==> src/rtl/regfile_write_arbiter.sv <==
// regfile_write_arbiter: two-requester write-port arbiter with lock/burst support and a registered write stage
module regfile_write_arbiter #(
    parameter int MAX_BURST = 4
) (
    input  logic        clk,
    input  logic        reset,
    input  logic        a_valid,
    input  logic [1:0]  a_reg,
    input  logic [15:0] a_data,
    input  logic        a_lock,
    output logic        a_ready,
    input  logic        b_valid,
    input  logic [1:0]  b_reg,
    input  logic [15:0] b_data,
    input  logic        b_lock,
    output logic        b_ready,
    output logic        rf_write,
    output logic [1:0]  rf_reg,
    output logic [15:0] rf_write_data,
    output logic        locked
);
    localparam logic [1:0] S_OPEN   = 2'd0;
    localparam logic [1:0] S_LOCK_A = 2'd1;
    localparam logic [1:0] S_LOCK_B = 2'd2;
    localparam logic [2:0] BURST_MAX = 3'(MAX_BURST);
    localparam logic       CAN_LOCK  = MAX_BURST > 1;

    logic [1:0]  state_q, state_d;
    logic        pri_q, pri_d;
    logic [2:0]  bcnt_q, bcnt_d;
    logic        wr_q;
    logic [1:0]  reg_q;
    logic [15:0] data_q;
    logic        acc, acc_lock;
    logic [2:0]  bcnt_inc;

    // pri_q=0 favours A, pri_q=1 favours B; a lock shuts the other requester out entirely
    assign a_ready  = !reset && a_valid && (state_q == S_LOCK_A || (state_q == S_OPEN && (!b_valid || !pri_q)));
    assign b_ready  = !reset && b_valid && (state_q == S_LOCK_B || (state_q == S_OPEN && (!a_valid || pri_q)));
    assign acc      = a_ready || b_ready;
    assign acc_lock = a_ready ? a_lock : b_lock;
    assign bcnt_inc = bcnt_q + 3'd1;
    assign locked   = state_q != S_OPEN;
    assign rf_write      = wr_q;
    assign rf_reg        = reg_q;
    assign rf_write_data = data_q;

    // Next-state logic: in a lock, a cycle with no accept means the holder dropped valid
    always_comb begin
        state_d = state_q;
        bcnt_d  = bcnt_q;
        pri_d   = a_ready ? 1'b1 : b_ready ? 1'b0 : pri_q;
        if (state_q == S_OPEN) begin
            state_d = (acc && acc_lock && CAN_LOCK) ? (a_ready ? S_LOCK_A : S_LOCK_B) : S_OPEN;
            bcnt_d  = (acc && acc_lock && CAN_LOCK) ? 3'd1 : 3'd0;
        end else if (!acc || !acc_lock || bcnt_inc == BURST_MAX) begin
            state_d = S_OPEN;
            bcnt_d  = 3'd0;
        end else begin
            bcnt_d  = bcnt_inc;
        end
    end

    // Arbitration state
    always_ff @(posedge clk or posedge reset) begin
        if (reset) begin
            state_q <= S_OPEN;
            pri_q   <= 1'b0;
            bcnt_q  <= 3'd0;
        end else begin
            state_q <= state_d;
            pri_q   <= pri_d;
            bcnt_q  <= bcnt_d;
        end
    end

    // Registered write stage: address/data hold their last values between writes
    always_ff @(posedge clk or posedge reset) begin
        if (reset) begin
            wr_q   <= 1'b0;
            reg_q  <= 2'd0;
            data_q <= 16'h0000;
        end else begin
            wr_q <= acc;
            if (acc) begin
                reg_q  <= a_ready ? a_reg : b_reg;
                data_q <= a_ready ? a_data : b_data;
            end
        end
    end
endmodule

==> config.mk <==
export PLATFORM = sky130hd
export DESIGN_NAME = regfile_write_arbiter
export DESIGN_NICKNAME = d
export VERILOG_FILES = /design/src/rtl/regfile_write_arbiter.sv
export SDC_FILE = /design/constraint.sdc
export NUM_CORES = 1
export LEC_CHECK = 0
export CAP_MARGIN = 20
export CORE_MARGIN = 3
export CORE_UTILIZATION = 41
export CTS_CLUSTER_SIZE = 30
export DETAILED_ROUTE_END_ITERATION = 7
export PLACE_DENSITY_LB_ADDON = 0.2
export SYNTH_ARGS = -nofsm -noshare
export SYNTH_HDL_FRONTEND = slang
export SYNTH_SLANG_ARGS = --single-unit
==> constraint.sdc <==
create_clock -name clk -period 3.6 [get_ports clk]
set_input_delay 0.72 -clock clk [delete_from_list [all_inputs] [get_ports clk]]
set_output_delay 0.72 -clock clk [all_outputs]
set_load 0.03 [all_outputs]
* Word-level counts from Yosys, hierarchy flattened
Index checks and enable logic that the tools add are counted.
** Cells by class
- Add/subtract/negate cells :: 1
- Equal/unequal tests :: 3
- Muxes and demuxes :: 12
- Reduce and logical (&&, ||, !) cells :: 24
** Operators by type and width (number)
- 16-bit 2-to-1 mux :: 1
- 2-bit 2-to-1 mux :: 5
- 1-bit logical AND :: 7
- 1-bit logical OR :: 7
- 1-bit logical NOT :: 6
- 3-bit 2-to-1 mux :: 2
- 2-bit nonzero test :: 3
- 1-bit 2-to-1 mux :: 4
- 3-bit by 1-bit adder with 3-bit output, second input constant :: 1
- 3-bit == test, second input constant :: 1
- 2-bit by 1-bit == test with 1-bit output, second input constant :: 1
- 2-bit == test, second input constant :: 1
- 2-bit logical NOT :: 1
** Storage, ports and cells
- Register bits :: 25
- Bits of input ports :: 42
- Output and inout port bits :: 22
- Word-level logic and storage cells :: 46

* Depth between registers and ports, before layout
- Word-level depth :: 11
- Depth in mapped cells :: 6

* Worst setup path after synthesis
No wires, ideal clock.
- Kind :: input to output
- Start :: in a_valid
- End :: out b_ready
- Arrival time :: 1.507 ns
- Setup slack :: 1.373 ns
- Stages on the path :: 2
- Cell sequence :: nor3b_1 > nor3_1
** On the way
- Cells in the longest elaborated chain, start to end :: 5
** Ends and longest elaborated chain
- from (decl) :: line 7 : input logic a_valid,
- 1-bit logical NOT :: line 39 : assign b_ready = !reset && b_valid && (state_q == S_LOCK_B || (state_q == S_OPEN && (!a_valid || pri_q)));
- 1-bit logical OR :: line 39
- 1-bit logical AND :: line 39
- 1-bit logical OR :: line 39
- 1-bit logical AND :: line 39
- to (decl) :: line 16 : output logic b_ready,
No other way between the ends.

* Worst setup path in the final report
- Start :: in a_valid
- End :: out a_ready
** On the way
- Cells in the longest elaborated chain, start to end :: 2
** Ends and longest elaborated chain
- 1-bit logical AND (2 in series) :: line 38 : assign a_ready = !reset && a_valid && (state_q == S_LOCK_A || (state_q == S_OPEN && (!b_valid || !pri_q)));
- to (decl) :: line 11 : output logic a_ready,
No other way between the ends.

==> summary.md <==
| Metric | Value |
|---|---|
| Syn Std Cell Area | between 1000 and 1500 um^2 |
| DP Area | 1820 um^2 |
| Distinct cells, synth | 25 |
| Hold-fix buffers, CTS | 0 |
| Congestion Overflow GR | 0 |
| Max reg flops | 16 |
| Slew @ Worst Pin | 0.938 ns |
| Kind of start point of the critical path | input port |
| Routed vias | ~1100 |
| Final Skew | between 0.01 and 0.015 ns |
| Finished Layout Cells | between 200 and 250 |
| Synth Register Bits | 25 |
| # diodes | 0 |
| Sink Count | 25 |
| Pint | 495 uW |
| R2r setup slk | 1.72 ns |
| Reg2Reg Depth | 6 |
| Logic pwr share | around 38% |
| Maximum achievable frequency | between 300 and 400 MHz |
| Vias in the first global route | about 1200 |
| Hold Path Depth | 1 |
| Nets | 240 |
| Fin. Hold Viols | 0 |
| CP endpoint kind | primary output |
| Switching Fraction | roughly 34% |
| Max-cap violations | 0 |
| Worst Setup Path Type | input port to primary output |
| Yosys warning count | 0 |
| Dpl ws | 0.353 ns |
| TNS Setup | 0 ns |
| EDFF count, synth | 0 |
| Peak supply drop | 0.254 mV |
| PwrDens | between 400 and 500 nW/um^2 |
| Synth Instances | 133 |
| Relative slew slack | between 30% and 40% |
| Via-per-instance ratio | 4.97 |
| Final Instance Area | 1840 um^2 |
| Routed Antenna Nets | 0 |
| Htree depth | 1 |
| GRT Util Overall | between 10% and 20% |
| Share of layout cells above drive strength 1 | 5.13% |
| Hold_sp | state_q[1]$_DFFE_PP0P_ |
| Worst r2r src | state_q[1]$_DFFE_PP0P_ |
| First-pass GRT wire length | between 4000 and 5000 um |
| Pins Over Slew Limit | 0 |
| Area Growth Syn to Fin | 55.4% |
| Ys async rst share | 100% |
| CTS tree | done |
| Starting Density | 45.4% |
| Seq pwr share | 45.7% |
| Power share of the clock group | 16.3% |
| Iteration-0 DRC Markers | 42 |
| Placed Cells | around 220 |
| Number of remaining DRC errors | 0 |
| I/O pins | 64 |
| Total Wirelength | 2990 um |
| Worst min path class | flip-flop to flip-flop |
| Synth Area per Inst | 8.91 um^2 |
| CTS max path bufs | 2 |
| Resize count post-CTS | 0 |
| Die Y | 59.8 um |
| Wirelength per Cell | 13.3 um |
| Crit path max fanout | 20 |
| RSZ-0062 raised after global routing | false |
| Clock Latency Late Sink | 0.31 ns |
| Crit path DAT | 2.53 ns |
| Most common cell after layout, fill and taps aside | clkdlybuf4s50_1 |
| GP Congestion | 0.730 |
| Commonest cells after routing, fill and taps aside | clkdlybuf4s50_1 (63), nand2_1 (39), dfrtp_1 (25) |
| Largest net degree at the start of global routing | 26 |
| Syn_nets | between 150 and 200 |
| Tmin final | about 3.2 ns |
| Outcome | finished, final reports clean |
| Hold Path Sink | state_q[1]$_DFFE_PP0P_ |
| Worst path required time | 2.88 ns |
| TritonCTS Buffers | 3 |
| Rows | 18 |
| PnR worst setup slack | between 0.3 and 0.4 ns |
| DR pass1 iterations | 4 |
| Leak | 0.000795 uW |
| Final setup vio count | 0 |
| Root Buffer Master | clkbuf_4 |
| Final period utilization | between 90% and 100% |
| Switching power | 250 uW |
| Clk slew on worst S/H paths | 0.12 ns |
| Initial antenna violation count | 0 |
| Input/output buffers | 63 |
| Die width | about 60 um |
| Core area | around 2600 um^2 |
| RR Endpoint | bcnt_q[1]$_DFF_PP0_ |
| Post-DP HPWL | 2290 um |
| Seq/Total Area, Yosys | 52.8% |
| Top_reg_cell synth | dfrtp_1 |
| Post-CTS Setup Inserts | 0 |
| Die area | 3570 um^2 |
-- logic make-up after synthesis --
kind of cell	count (synthesis)	synth area share (%)
buffers and inverters	11	6.33
XOR/XNOR	1	0.739
AND/OR/NAND/NOR	70	25.4
adder cells (fa/ha/maj)	2	2.11
AO/OA/AOI/OAI	24	12.6
flip-flops	25	52.8
-- layer usage --
layer  GRT usage [%]  wire length (um)
met2            31.3              1480
met1            20.8              1250
met3            3.89               239
met4            3.80                15
met5               0                 0
-- how the worst max path moves through the flow --
stage	depth (start not counted)	slack (ns)	from	to
after global routing	5	0.30	a_valid	a_ready
after floorplan	2	1.37	a_valid	b_ready
after CTS	5	0.35	a_valid	a_ready
after global placement	5	0.37	a_valid	a_ready
after detailed placement	5	0.35	a_valid	a_ready
final	5	0.35	a_valid	a_ready
-- power groups by stage --
stage / sequential [uW] / clock, uW / combinational (uW)
3_3_place_gp: 343 / 0 / 280
6_report: 340 / 122 / 283
5_1_grt: 346 / 137 / 303
3_5_place_dp: 346 / 0 / 285
2_1_floorplan: 413 / 0 / 82.6
4_1_cts: 341 / 127 / 285
-- cells in the mapped netlist (all sizes together) (2+ instances only) --
master	instances	area share, %
nand2	39	12
dfrtp	25	53
nor2	19	6.0
a31oi	18	9.5
buf	7	5.1
inv	3	0.95
nor3	3	1.3
a21oi	2	0.84
ha	2	2.1
nand2b	2	1.1
-- layout make-up --
| type | count | area [um^2] |
|---|---|---|
| Fill cell | 220 | 771 |
| Clock buffer | 4 | 26.3 |
| Tap cell | 30 | 37.5 |
| Inverter | 3 | 11.3 |
| Multi-Input combinational cell | 97 | 488 |
| Sequential cell | 25 | 626 |
| Timing Repair Buffer | 66 | 653 |
-- metrics by stage --
| stage | utilization [%] | total power [uW] | hold WS (ns) |
|---|---|---|---|
| floorplan | - | 496 | 0.459 |
| global placement | 69.5 | 623 | 0.498 |
| detailed placement | 69.5 | 631 | 0.501 |
| CTS | 70.5 | 753 | 0.521 |
| global route | 70.5 | 786 | 0.557 |
| finish | 70.5 | 745 | 0.521 |
-- worst max-delay path, stage by stage --
cell,delay (ns)
clkdlybuf4s50_1,0.48
nand2b_1,0.08
or3_4,0.49
inv_2,0.09
clkdlybuf4s50_1,0.66
Note: power is estimated with default switching activity, not from simulation.
